### src/rtl/on_chip_mem_reader.sv
// on_chip_mem_reader: streams a wrap-around window of sample RAM over valid/ready through a credit-managed skid FIFO.
// Define MEM_READER_DECIMATE_EN to add the decim address-step port.
module on_chip_mem_reader #(
  parameter int ADDR_W      = 17,
  parameter int DATA_W      = 8,
  parameter int DEPTH       = 10001,
  parameter int RD_LATENCY  = 2,
  parameter int NUM_SAMPLES = 640
) (
  input  logic              clk,
  input  logic              reset_n,
  input  logic              start,
  input  logic [ADDR_W-1:0] start_addr,
`ifdef MEM_READER_DECIMATE_EN
  input  logic [3:0]        decim,
`endif
  output logic              busy,
  output logic              done,
  output logic [ADDR_W-1:0] mem_address,
  output logic              mem_cs,
  output logic              mem_clk_en,
  input  logic [DATA_W-1:0] mem_read_data,
  output logic [DATA_W-1:0] sample_data,
  output logic              sample_valid,
  input  logic              sample_ready,
  output logic              sample_last
);
  localparam int FD = RD_LATENCY + 2;
  localparam int PW = $clog2(FD);
  localparam int CW = $clog2(NUM_SAMPLES + 1);
  typedef enum logic [1:0] {IDLE, READ, DRAIN, DONE} state_t;
  state_t state, state_nx;
  logic [CW-1:0] issued, handshakes;
  logic [RD_LATENCY-1:0] pipe;
  logic [DATA_W-1:0] fifo [FD];
  logic [PW-1:0] rd_ptr, wr_ptr;
  logic [PW:0] fifo_cnt;
  logic issue, push, pop;
  logic [ADDR_W-1:0] step, first_addr, addr_nx;
  logic [ADDR_W:0] addr_sum;
`ifdef MEM_READER_DECIMATE_EN
  logic [3:0] decim_q;
  always_ff @(posedge clk or negedge reset_n)
    if (!reset_n) decim_q <= 4'd1;
    else if (state == IDLE && start) decim_q <= (decim == 4'd0) ? 4'd1 : decim;
  assign step = ADDR_W'(decim_q);
`else
  assign step = ADDR_W'(1);
`endif
  always_comb begin
    busy         = state == READ || state == DRAIN;
    done         = state == DONE;
    mem_cs       = busy;
    mem_clk_en   = 1'b1;
    sample_valid = fifo_cnt != '0;
    sample_data  = fifo[rd_ptr];
    sample_last  = sample_valid && handshakes == CW'(NUM_SAMPLES - 1);
    pop          = sample_valid && sample_ready;
    push         = pipe[RD_LATENCY-1];
    // credit: never more reads outstanding than the FIFO can absorb
    issue        = state == READ && ($countones(pipe) + int'(fifo_cnt)) < FD;
    first_addr   = (start_addr >= ADDR_W'(DEPTH)) ? '0 : start_addr;
    addr_sum     = {1'b0, mem_address} + {1'b0, step};
    addr_nx      = (addr_sum >= (ADDR_W+1)'(DEPTH)) ? ADDR_W'(addr_sum - (ADDR_W+1)'(DEPTH)) : addr_sum[ADDR_W-1:0];
    state_nx     = (state == IDLE && start) ? READ :
                   (state == READ && issue && issued == CW'(NUM_SAMPLES - 1)) ? DRAIN :
                   (state == DRAIN && pop && sample_last) ? DONE :
                   (state == DONE) ? IDLE : state;
  end
  always_ff @(posedge clk or negedge reset_n)
    if (!reset_n) begin
      state       <= IDLE;
      mem_address <= '0;
      issued      <= '0;
      handshakes  <= '0;
      pipe        <= '0;
      rd_ptr      <= '0;
      wr_ptr      <= '0;
      fifo_cnt    <= '0;
      for (int i = 0; i < FD; i++) fifo[i] <= '0;
    end else begin
      state <= state_nx;
      pipe  <= RD_LATENCY'({pipe, issue});
      if (state == IDLE && start) begin
        mem_address <= first_addr;
        issued      <= '0;
        handshakes  <= '0;
      end else begin
        if (issue) begin
          mem_address <= addr_nx;
          issued      <= issued + CW'(1);
        end
        if (pop) handshakes <= handshakes + CW'(1);
      end
      if (push) begin
        fifo[wr_ptr] <= mem_read_data;
        wr_ptr       <= (wr_ptr == PW'(FD - 1)) ? '0 : wr_ptr + PW'(1);
      end
      if (pop) rd_ptr <= (rd_ptr == PW'(FD - 1)) ? '0 : rd_ptr + PW'(1);
      fifo_cnt <= fifo_cnt + (PW+1)'(push) - (PW+1)'(pop);
    end
endmodule

### config.mk
export PLATFORM = sky130hd
export DESIGN_NAME = on_chip_mem_reader
export DESIGN_NICKNAME = d
export VERILOG_FILES = /design/src/rtl/on_chip_mem_reader.sv
export SDC_FILE = /design/constraint.sdc
export NUM_CORES = 1
export LEC_CHECK = 0
export ABC_AREA = 1
export CORE_ASPECT_RATIO = 0.5
export CORE_UTILIZATION = 25
export CTS_BUF_LIST = sky130_fd_sc_hd__clkbuf_16
export CTS_CLUSTER_DIAMETER = 50
export DETAILED_ROUTE_END_ITERATION = 16
export DONT_BUFFER_PORTS = 1
export PLACE_DENSITY_LB_ADDON = 0.3
export SLEW_MARGIN = 10
export SYNTH_ARGS = -nofsm -noshare
export SYNTH_HDL_FRONTEND = slang
export SYNTH_SLANG_ARGS = --single-unit
export TNS_END_PERCENT = 1
### constraint.sdc
create_clock -name clk -period 2.5 [get_ports clk]
set_clock_uncertainty 0.2 [all_clocks]
set_input_delay 0.75 -clock clk [delete_from_list [all_inputs] [get_ports clk]]
set_output_delay 0.75 -clock clk [all_outputs]
set_load 0.005 [all_outputs]
# Yosys cells after proc, flatten, opt, wreduce, memory -nomap -nowiden
# Cells that the tools add are included.
# totals
mem_count	0
rom_bits	0
inputBits	29
out_inout_bits	31
elab_cells	72
latchBits	0
ram_bits	0
reg_bits	80
# classes
reduce_logical	15
eq_ne	7
div	0
n_lt_le_gt_ge	6
mux	20
n_shift	0
mul	0
addsub	10
n_bitwise	2
# op_table
operator	n
$mux 17	4
$mux 10	4
$bwmux 32	1
$mux 8	3
$add 10x1->10 const B	2
$eq 10x10->1 const B	2
$add 17x1->18 const B	1
$ge 18x14->1 const B	1
$ge 17x14->1 const B	1
$sub 17x14->17 const B	1
$bmux 8 s2	1
$demux 8 s2	1
$mux 2	6
$logic_and 1x1->1	9
$eq 2x2->1 const B	4
$ge 3x3->1 const B	2
$not 2->3	2
$add 2x1->2 const B	2
$add 2x3->4	1
$lt 4x3->1 const B	1
$reduce_bool 2->1	2
$reduce_bool 4->1	1
$add 3x1->3	1
$lt 3x1->1 const B	1
other kinds (6)	6

# Logic depth before layout (Yosys ltp)
# Gate-level depths: netlist (run 1).
# depth
depth_word	8
depth_mapped	17
depth_no_buf	17

# Worst setup path before layout (run 1)
# No wires, ideal clock.
# synth_path
path_type	register -> register
start	register mem_address[0]
end	register mem_address[0]
required_ns	2.183
path_stages_with_launch	16
path_buffers	1
synth_period_minus_slack_ns	2.305
slack_ns	0.195
arrival_ns	1.988
path_cell_list	dfrtp_1 -> ha_1 -> nand3_1 -> nor2_4 -> nand3_1 -> nand2_1 -> nand2_1 -> clkinv_1 -> nand2_1 -> nor2_2 -> nand3_4 -> nor2_8 -> buf_6 -> nand3_1 -> nand3_1 -> nand2_1
# synth_via
elab_chain_cells	5
# synth_lines
element	line_no	text
from (decl)	19	output logic [ADDR_W-1:0] mem_address,
from (signal assigned)	85	mem_address <= first_addr;
from (signal assigned)	90	mem_address <= addr_nx;
$add 17x1->18 (*)	63	addr_sum = {1'b0, mem_address} + {1'b0, step};
$sub 17x14->17 / $ge 18x14->1 (equally long branches)	64	addr_nx = (addr_sum >= (ADDR_W+1)'(DEPTH)) ? ADDR_W'(addr_sum - (ADDR_W+1)'(DEPTH)) : addr_sum[ADDR_W-1:0];
$mux 17 (*)	64	
$mux 17 (*)	89	if (issue) begin
$mux 17 (*)	84	if (state == IDLE && start) begin
# Every way passes the cells marked *; elsewhere a longest branch is shown, timed or not. The select of a mux whose other input is x is not followed.
# A chain may end at the register's enable or synchronous reset.

# Worst setup path in the final report (run 1)
# Ends and elaborated chain as after synthesis.

==> metrics.md, run 1 <==
| Metric | Value |
|---|---|
| Area delta synth->final | `23.4%` |
| Status | `finished with violations` |
| Critical R2R Capture | `mem_address[0]` |
| Tmin final | `about 2.5 ns` |
| Synth Instances | `a little over 700` |
| Die height | `just over 100 um` |
| Std cell rows | `36` |
| Top Ports | `60` |
| Die area | `approximately 21000 sq um` |
| Synth Cell Area | `between 5000 and 6000 sq um` |
| Initial drt markers | `around 280` |
| Root Driver | `clkbuf_16` |
| HP Class | `in -> async` |
| PortBufs | `0` |
| Pwr Density | `approximately 1300 nW/um^2` |
| Antenna viol nets, final | `0` |
| CTS tree | `yes` |
| Antenna diode count | `0` |
| Remaining global-route overflow | `0` |
| Placed Area | `about 5500 sq um` |
| Pin count of the biggest net entering global routing | `between 80 and 90` |
| Final Util | `about a third` |
| CP Capture Type | `flip-flop` |
| Global-route wire length before repair | `21700 um` |
| CP required | `2.59 ns` |
| Synth Flop Type | `dfrtp_1` |
| Final setup margin | `0.0490 ns` |
| Synthesized area per cell | `between 7 and 8 sq um` |
| Pwr Total | `8.32 mW` |
| Layout Cells excl Fill | `1017` |
| FF-to-FF path depth | `15` |
| Core ar. | `19500 sq um` |
| Distinct cells, synth | `39` |
| Crit-path max FO | `8` |
| Register-to-Register Setup Slack | `0.05 ns` |
| Initial antenna violation count | `0` |
| CP arrival | `~2.5 ns` |
| Fin crit share | `98.0%` |
| Drt total wl | `about 14000 um` |
| Met2 wire len | `about 6400 um` |
| Initial core utilization | `25.6%` |
| Slew HR | `a little over three fifths` |
| #FFs+latches synth | `80` |
| DRT Pass-1 Iters | `4` |
| Ys async rst share | `100%` |
| Reg-to-reg startpoint | `mem_address[0]` |
| TritonCTS Sinks | `80` |
| Placed Instances | `~990` |
| Fill count | `between 2000 and 2500` |
| Global Route Usage Sum | `between 10% and 20%` |
| Failing checks | `negative hold slack` |
| DRT met1 WL | `about 6500 um` |
| Num CTS Buffers | `9` |
| Post-synthesis sequential area ratio | `40.0%` |
| Fin Setup TNS | `0 ns` |
| Dpl hpwl | `9590 um` |
| Smallest hold slack | `-0.102 ns` |
| CTS clk-pin slew, worst paths | `~0.07 ns` |
| Pre-CTS setup slack | `-0.00892 ns` |
| WS Path Type | `reg -> reg` |
| Final hold violation count | `80` |
| Wirelength per Cell | `roughly 14 um` |
| Pleak | `just under 3 nW` |
| Peak supply drop | `0.367 mV` |
| Highest layer used for signal routing | `met4` |
| Worst Setup SP | `mem_address[0]` |
| GPL Wtd Cong | `0.861` |
| DR vias | `4583` |
| Worst-margin pin slew | `between 0.5 and 0.6 ns` |
| Layout cells sized above 1 | `roughly 20%` |
| RSZ-0062 raised after global routing | `true` |
| DRC Markers | `0` |
| Max Freq | `408 MHz` |
| Clk_lat worst skew | `approximately 0.35 ns` |
| EDFF count, synth | `0` |
| Number of global-route vias before repair | `between 4000 and 5000` |
| Pins Over Slew Limit | `0` |
| Critical Path Source Type | `flip-flop` |
| Die X-Extent | `roughly 200 um` |
| Max Cap Violations | `0` |
| Nets@finish | `between 700 and 800` |
| Yosys warnings | `0` |
| Clock Tree Buf Depth | `2` |
| Final setup fails | `0` |
| DR vias/cell | `around 4.5` |
| Met3 Wirelength | `approximately 700 um` |
| Syn_nets | `755` |
| CTS H-tree depth | `3` |
| Post-Layout Inst Area | `6170 sq um` |
[synthesized netlist by cell type (3+ instances only)]
master,count,area [sq um]
nor2_2,5,31.3
nand3_1,43,215
o21ai_0,72,360
o22ai_1,8,50.1
nor2_4,3,33.8
inv_1,92,345
buf_6,3,33.8
clkbuf_1,14,52.6
nor2_1,75,282
nand2_1,198,743
a21oi_1,25,125
nand2_2,6,37.5
ha_1,17,213
nor3_1,10,50.1
xnor2_1,3,26.3
nand4_1,9,56.3
o21ai_1,10,50.1
xor2_1,7,61.3
dfrtp_1,80,2000
[state kept, by name, summed over array words and instances, names as in the netlist]
signal	count
issued	10
fifo	32
handshakes	10
pipe	2
state	2
fifo_cnt	3
rd_ptr	2
wr_ptr	2
mem_address	17
[cells in the final DEF, fill, tap and decap left out, types with 6 or more instances in the layout]
cell         n
dfrtp_2      7
buf_4       41
nor2_1      66
a21oi_2      6
dfrtp_1     73
nand2_2     25
a21oi_1     19
nand3_1     36
o21ai_1     10
nor3_1       8
nand2_4      7
nand3_2      6
nor2_2       9
ha_1        16
o22ai_1      7
o21ai_0     71
nand2_1    173
xor2_1       6
nor2_4      10
nand4_1      9
clkbuf_16    9
inv_1       91
[layer usage]
metal | global-route usage (%) | vias up
met2 | 22.2 | 73
li1 | - | 2345
met1 | 16.9 | 2151
met5 | 0 | -
met3 | 3.70 | 14
met4 | 4.90 | 0
[how the worst max path moves through the flow]
stage          slack [ns]  cells after the start             end
5_1_grt             -0.09                     16  mem_address[7]
3_5_place_dp       -0.009                     13  mem_address[7]
2_1_floorplan        0.19                     15  mem_address[0]
3_3_place_gp         0.02                     15  mem_address[7]
6_report             0.05                     15  mem_address[0]
4_1_cts            -0.009                     12  mem_address[2]
[power breakdown]
group / switching, mW / internal (mW)
registers: 0.518 / 1.89
logic: 2.86 / 1.79
clock network: 0.579 / 0.683
total: 3.96 / 4.36
[critical path, cell delays in order, from the launching register on]
cell     delay, ns
dfrtp_2       0.43
buf_6         0.14
nand3_4       0.13
nor2_4        0.24
nand3_2       0.10
nand2_2       0.09
nand2_4       0.08
nand2_4       0.10
nor2_4        0.03
nand2_2       0.06
nand3_4       0.16
nor2_4        0.31
nand2_1       0.09
nand2_1       0.06
nand3_1       0.06
nand2_1       0.08
[logic make-up (layout without fill, tap and decap cells)]
kind of cell | count (synthesis) | count (layout) | share of synthesized area, %
flops | 80 | 80 | 40.0
xor+xnor | 10 | 10 | 1.75
other cells | 1 | 1 | 0.0750
simple gates | 359 | 362 | 31.0
fa+ha+maj | 18 | 18 | 4.65
compound gates | 124 | 124 | 13.1
buf+inv | 116 | 156 | 9.36
[final cells by class]
type,count,area (sq um),share of cell area (%)
Multi-Input combinational cell,515,2840,46.0
Timing Repair Buffer,45,353,5.72
Tap cell,266,333,5.39
Sequential cell,80,2010,32.6
Clock buffer,9,225,3.65
Inverter,95,357,5.78
Clock inverter,7,55.1,0.892
[timing repair]
| item | in CTS | in global routing |
|---|---|---|
| gates resized for setup | 0 | 87 |
| gates cloned | 1 | 2 |
| setup buffers | 0 | 11 |
| endpoints found under the setup margin | 6 | 20 |
| pin swaps | 2 | 36 |
| endpoints found under the hold margin | 80 | 80 |
(Power assumes the default switching activity.)
==> run 2: changes to the inputs <==
--- a/config.mk
+++ b/config.mk
@@ -13,6 +13,7 @@
 export DETAILED_ROUTE_END_ITERATION = 16
 export DONT_BUFFER_PORTS = 1
 export PLACE_DENSITY_LB_ADDON = 0.3
+export REMOVE_ABC_BUFFERS = 1
 export SLEW_MARGIN = 10
 export SYNTH_ARGS = -nofsm -noshare
 export SYNTH_HDL_FRONTEND = slang
==> constraint.sdc (replaced) <==
create_clock -name clk -period 2.4 [get_ports clk]
set_clock_uncertainty 0.2 [all_clocks]
set_input_delay 0.72 -clock clk [delete_from_list [all_inputs] [get_ports clk]]
set_output_delay 0.72 -clock clk [all_outputs]
set_load 0.005 [all_outputs]
==> run 2 against run 1 <==
  * The run still ends with negative hold slack left
  * Global-route usage up 0.43 points
  * Largest cell class unchanged
  * Critical endpoint unchanged
  * Core utilization up 0.70 points
  * First-iteration DRC count up 13%
  * Clock power up 4%
  * Final cell count up 1.6%
  * Combinational power up 10%
==> metrics.md, run 2 (synthesis gave the netlist of run 1 again) <==
| Metric | Value |
|---|---|
| Pleak | `3.09 nW (+3.5%)` |
| CP cell instances | `ha_4 > nand2_4 > nor2_4 > nand3_2 > nand2_2 > nand2_4 > nand2_4 > nor2_2 > nand2_2 > nand3_4 > nor2_4 > nand2_1 > nand2_1 > nand3_1 > nand2_1` |
| Die height | `102 um (unchanged)` |
| Max reg flops | `32 (unchanged)` |
| Std cell rows | `36 (unchanged)` |
| CTS H-tree depth | `3 (unchanged)` |
| Fin crit share | `98.7% (+0.63 points)` |
| Core ar. | `19500 sq um (unchanged)` |
| CTS tree | `yes` |
| DR vias/cell | `4.49 (-0.30%)` |
| Peak supply drop | `0.427 mV (+16%)` |
| Final hold violation count | `80 (unchanged)` |
| CP required | `2.48 ns (-0.11 ns)` |
| Nets@finish | `809 (+2.0%)` |
| Smallest hold slack | `-0.135 ns (-0.0332 ns)` |
| Initial antenna violation count | `0 (unchanged)` |
| Most frequent cells in the layout | `nand2_1, inv_1, dfrtp_1` |
| Pwr Density | `1410 nW/um^2 (+4.6%)` |
| DRT Pass-1 Iters | `5 (+1)` |
| WS Path Type | `reg -> reg` |
| CP Capture Type | `flip-flop` |
| Most common cell after layout, fill and taps aside | `nand2_1` |
| Status | `finished with violations` |
| Top Ports | `60 (unchanged)` |
| Antenna viol nets, final | `0 (unchanged)` |
| CP arrival | `2.44 ns (-0.10 ns)` |
| Slowest stage delay, CP | `0.41 ns (-0.02 ns)` |
| Die X-Extent | `202 um (unchanged)` |
| FF-to-FF path depth | `15 (unchanged)` |
| PortBufs | `0 (unchanged)` |
| Max Freq | `422 MHz (+3.5%)` |
| Tmin final | `2.37 ns (-0.0828 ns)` |
| Critical Path Source Type | `flip-flop` |
| Clock Tree Buf Depth | `2 (unchanged)` |
| Register-to-Register Setup Slack | `0.03 ns (-0.02 ns)` |
| CTS clk-pin slew, worst paths | `0.07 ns (about the same)` |
| Fin Setup TNS | `0 ns (unchanged)` |
| Antenna diode count | `0 (unchanged)` |
| Post-Layout Inst Area | `6310 sq um (+2.2%)` |
| Global-route wire length before repair | `22500 um (+3.5%)` |
| Reg-to-reg startpoint | `mem_address[1]` |
| Max Cap Violations | `0 (unchanged)` |
| Fill count | `2122 (+1.3%)` |
| Slew HR | `62.4% (-0.10 points)` |
| Crit-path max FO | `8 (unchanged)` |
| Layout Cells excl Fill | `1033 (+1.6%)` |
| Dpl hpwl | `9740 um (+1.5%)` |
| Drt total wl | `13600 um (-1.3%)` |
| Placed Instances | `1006 (+1.9%)` |
| Layout cells sized above 1 | `20.6% (+1.0 points)` |
| Top reg by flops | `fifo` |
| Initial core utilization | `25.6% (unchanged)` |
| Pre-CTS setup slack | `-0.0357 ns (-0.0267 ns)` |
| Remaining global-route overflow | `0 (unchanged)` |
| Initial drt markers | `314 (+13%)` |
| Pin count of the biggest net entering global routing | `81 (unchanged)` |
| Root Driver | `clkbuf_16` |
| RSZ-0062 raised after global routing | `true` |
| DR vias | `4641 (+1.3%)` |
| Worst Setup SP | `mem_address[1]` |
| GPL Wtd Cong | `0.865 (+0.51%)` |
| Crit-path slowest cell | `dfrtp_1` |
| Wirelength per Cell | `13.2 um (-2.9%)` |
| Final setup margin | `0.0319 ns (-0.0172 ns)` |
| Final setup fails | `0 (unchanged)` |
| DRC Markers | `0 (unchanged)` |
| TritonCTS Sinks | `80 (unchanged)` |
| Die area | `20600 sq um (unchanged)` |
| Critical R2R Capture | `mem_address[0]` |
| Top Registers | `fifo: 32 flops, mem_address: 17 flops` |
| HP Class | `in -> async` |
| Num CTS Buffers | `9 (unchanged)` |
| Failing checks | `negative hold slack` |
| Placed Area | `5650 sq um (+3.1%)` |
| Global Route Usage Sum | `13.8% (+0.43 points)` |
| Pins Over Slew Limit | `0 (unchanged)` |
| Area delta synth->final | `26.1%` |
| Number of global-route vias before repair | `4326 (+1.0%)` |
| Worst-margin pin slew | `0.563 ns (+0.00155 ns)` |
| Clk_lat worst skew | `0.34 ns (about the same)` |
run 2: layout make-up:
| class | instances | area (sq um) | share of cell area (%) |
|---|---|---|---|
| multi-input cells | 514 | 2810 | 44.6 |
| inverters | 95 | 357 | 5.65 |
| clock buffers | 9 | 225 | 3.57 |
| flip-flops and latches | 80 | 2010 | 31.8 |
| repair buffers | 62 | 520 | 8.25 |
| well taps | 266 | 333 | 5.28 |
| clock inverters | 7 | 53.8 | 0.853 |
run 2: worst max path at each step:
stage	cells after the start	endpoint	slack, ns
after floorplan	8	mem_address[10]	-0.29
after global placement	14	mem_address[10]	0.02
after detailed placement	12	mem_address[2]	-0.04
after CTS	14	mem_address[2]	-0.004
after global routing	12	mem_address[0]	-0.16
final	15	mem_address[0]	0.03
run 2: metal layers:
metal / GRT usage, % / wire [um]
met1: 18.0 / 6490
met2: 22.7 / 6270
met3: 3.89 / 709
met4: 3.85 / 176
met5: 0 / 0
run 2: timing repair:
item | in CTS | in global routing
buffers inserted | 4 | 5
setup endpoints to repair | 15 | 21
cloned | 2 | 0
resized for setup | 35 | 51
endpoints found under the hold margin | 80 | 80
pin swaps | 19 | 36
run 2: power breakdown:
part | switching (mW) | total [mW] | internal, mW
clock network | 0.604 | 1.31 | 0.709
registers | 0.503 | 2.46 | 1.96
logic | 3.00 | 5.12 | 2.12
total | 4.11 | 8.90 | 4.79
run 2: stage by stage:
| stage | util, % | hold slack, ns | total power [mW] |
|---|---|---|---|
| finish | 32.3 | -0.135 | 8.90 |
| global route | 32.3 | -0.154 | 9.79 |
| CTS | 31.2 | -0.150 | 8.67 |
| detailed placement | 28.9 | 0.186 | 6.97 |
| global placement | 28.9 | 0.176 | 6.92 |
| floorplan | - | 0.160 | 5.30 |
run 2: worst max-delay path: cells and delay by family (launching register included):
| family | cells | cell delay [ns] |
|---|---|---|
| adders and majority gates | 1 | 0.19 |
| and+or+nand+nor | 14 | 1.48 |
| DFF | 1 | 0.41 |
==> run 3: changes to the inputs <==
--- a/config.mk
+++ b/config.mk
@@ -7,6 +7,7 @@
 export LEC_CHECK = 0
 export ABC_AREA = 1
 export CORE_ASPECT_RATIO = 0.5
+export CORE_MARGIN = 2
 export CORE_UTILIZATION = 25
 export CTS_BUF_LIST = sky130_fd_sc_hd__clkbuf_16
 export CTS_CLUSTER_DIAMETER = 50
==> run 3 against run 2 <==
  * The run ends with negative hold slack, negative setup slack left
  * Register-to-register slack got worse by 0.05 ns
  * Sequential cell count unchanged
  * Total power increased by 3.6%
  * Design area increased by 1.8%
  * Hold slack improved by 0.010 ns
  * Critical path depth increased by 1
  * Final cell count increased by 1.3%
  * Wire length increased by 1.3%
  * Highest routed layer unchanged
==> metrics.md, run 3 (synthesis gave the netlist of run 1 again) <==
| Metric | Value |
|---|---|
| Status | `finished with violations` |
| Failing checks | `negative hold slack, negative setup slack` |
| Core ar. | `19500 sq um (unchanged)` |
| Dpl hpwl | `9830 um (+0.98%)` |
| CP Capture Type | `flip-flop` |
| Fin crit share | `101% (+2.2 points)` |
| Root Driver | `clkbuf_16` |
| Die area | `21200 sq um (+3.0%)` |
| Smallest hold slack | `-0.125 ns (+0.0102 ns)` |
| CTS H-tree depth | `3 (unchanged)` |
| Antenna diode count | `0 (unchanged)` |
| Layout cells sized above 1 | `22.9% (+2.3 points)` |
| Critical Path Source Type | `flip-flop` |
| Area delta synth->final | `28.5%` |
| Top Ports | `60 (unchanged)` |
| Final setup fails | `5 (+5)` |
| Global Route Usage Sum | `13.4% (-0.43 points)` |
| Slew HR | `63.4% (+1.0 points)` |
| HP Class | `in -> async` |
| Final setup margin | `-0.0198 ns (-0.0517 ns)` |
| WS Path Type | `reg -> reg` |
| CP arrival | `2.44 ns (about the same)` |
| Initial antenna violation count | `0 (unchanged)` |
| Drt total wl | `13800 um (+1.3%)` |
| Cell internal pwr | `5.02 mW (+4.9%)` |
| Top Registers | `fifo: 32 flops, mem_address: 17 flops` |
| DR vias/cell | `4.48 (-0.22%)` |
| Tmin final | `2.42 ns (+0.0517 ns)` |
| Top reg by flops | `fifo` |
| Pre-CTS setup slack | `-0.0335 ns (+0.00220 ns)` |
| Most frequent cells in the layout | `nand2_1, inv_1, dfrtp_1` |
| Initial drt markers | `294 (-6.4%)` |
| Antenna viol nets, final | `0 (unchanged)` |
| Switching pwr | `4.19 mW (+2.0%)` |
| DRC Markers | `0 (unchanged)` |
| Peak supply drop | `0.432 mV (+1.3%)` |
| Die X-Extent | `204 um (+0.99%)` |
| CTS tree | `yes` |
| Final hold violation count | `80 (unchanged)` |
| RSZ-0062 raised after global routing | `true` |
| Max reg flops | `32 (unchanged)` |
| Worst-margin pin slew | `0.548 ns (-0.0156 ns)` |
| Pin count of the biggest net entering global routing | `81 (unchanged)` |
| Std cell rows | `36 (unchanged)` |
| GPL Wtd Cong | `0.816 (-5.7%)` |
| Seq pwr share | `26.7% (-1.0 points)` |
| Crit-path slowest cell | `dfrtp_1` |
| CP required | `2.42 ns (-0.06 ns)` |
| Crit-path max FO | `5 (-3)` |
| DR vias | `4689 (+1.0%)` |
| Remaining global-route overflow | `0 (unchanged)` |
| Clock network power share | `15.3% (+0.5 points)` |
| Pins Over Slew Limit | `0 (unchanged)` |
| Most common cell after layout, fill and taps aside | `nand2_1` |
| Slowest stage delay, CP | `0.43 ns (+0.02 ns)` |
| Nets@finish | `822 (+1.6%)` |
| DRT Pass-1 Iters | `5 (unchanged)` |
| Die height | `104 um (+2.0%)` |
| Clock Tree Buf Depth | `2 (unchanged)` |
| Pwr Density | `1430 nW/um^2 (+1.7%)` |
| Num CTS Buffers | `9 (unchanged)` |
| Layout Cells excl Fill | `1046 (+1.3%)` |
| Comb pwr share | `57.9% (+0.4 points)` |
| Max Cap Violations | `0 (unchanged)` |
| TritonCTS Sinks | `80 (unchanged)` |
| Wirelength per Cell | `13.2 um (about the same)` |
| Global-route wire length before repair | `22900 um (+1.8%)` |
| Placed Instances | `1012 (+0.60%)` |
| Pleak | `3.15 nW (+2.0%)` |
| Sw Ratio | `45.5% (-0.68 points)` |
| CTS clk-pin slew, worst paths | `0.07 ns (about the same)` |
| Initial core utilization | `25.6% (unchanged)` |
| PortBufs | `0 (unchanged)` |
| Number of global-route vias before repair | `4517 (+4.4%)` |
| CP cell instances | `buf_6 > nand3_4 > nor2_4 > buf_6 > buf_4 > nand4_1 > nand2_1 > nand2_2 > nand2_2 > nor2_4 > nand3_4 > nor2_4 > buf_6 > nand2_1 > nand3_1 > a21oi_1` |
| Max Freq | `413 MHz (-2.1%)` |
| Clk_lat worst skew | `0.33 ns (about the same)` |
[run 3: cell count changes in the layout (fill, tap and decap cells not counted), sizes merged]
cell / before / now
bufinv: 0 / 1
buf: 62 / 75
nor2: 86 / 85
inv: 96 / 97
nand2: 205 / 206
clkinv: 4 / 2
[run 3: stage by stage]
| stage | power [mW] | hold WS, ns | TNS (ns) | area [sq um] | utilization (%) |
|---|---|---|---|---|---|
| final | 9.21 | -0.125 | -0.0622 | 6420 | 32.9 |
| after global routing | 10.1 | -0.147 | -2.25 | 6420 | 32.9 |
| after CTS | 8.80 | -0.141 | -0.0617 | 6150 | 31.4 |
| after detailed placement | 7.03 | 0.169 | -0.151 | 5680 | 29.0 |
| after global placement | 6.95 | 0.163 | 0 | 5680 | 29.0 |
| after floorplan | 5.30 | 0.160 | -4.13 | 4890 | - |
[run 3: critical path: cells and delay by family, from the launching register on]
family | cells | cell delay [ns]
AOI/OAI and AO/OA | 1 | 0.06
buffers and inverters | 4 | 0.53
DFF | 1 | 0.43
and+or+nand+nor | 11 | 1.09
[run 3: per-layer routing]
layer	part of all wire [%]	vias to the layer above	global-route usage [%]
li1	-	2403	-
met3	4.6	9	3.67
met1	48	2210	17.6
met2	47	67	22.1
met5	0	-	0
met4	0.92	0	2.80
[run 3: area by class of cell]
cell class                 instances  area [sq um]
timing repair buffer              75           622
clock inverter                     7          78.8
clock buffer                       9           225
sequential                        80          2010
fill                            2076         13100
tap                              266           333
inverter                          95           357
multi-input combinational        514          2800
[run 3: power by group through the flow]
stage	Sequential [mW]	Combinational (mW)	Clock (mW)
floorplan	2.40	2.90	0
global placement	2.44	4.51	0
detailed placement	2.45	4.58	0
CTS	2.45	4.88	1.47
global route	2.55	6.04	1.51
finish	2.46	5.34	1.41
[run 3: timing repair]
action	in CTS	in global routing
resized for setup	25	66
pin swaps	16	33
endpoints found under the setup margin	12	31
buffers inserted	8	8
hold endpoints to repair	80	80
gates cloned	2	0
[run 3: worst paths after layout]
path / from / to / cells past startpoint / slack (ns)
max: mem_address[1] / mem_address[12] / 16 / -0.02
min: reset_n / issued[8] / 0 / -0.12
max reg2reg: mem_address[1] / mem_address[12] / 16 / -0.02
min reg2reg: pipe[0] / pipe[1] / 0 / 0.18
max in group asynchronous: reset_n / fifo[15] / 0 / 1.98
min in group clk: pipe[0] / pipe[1] / 0 / 0.18
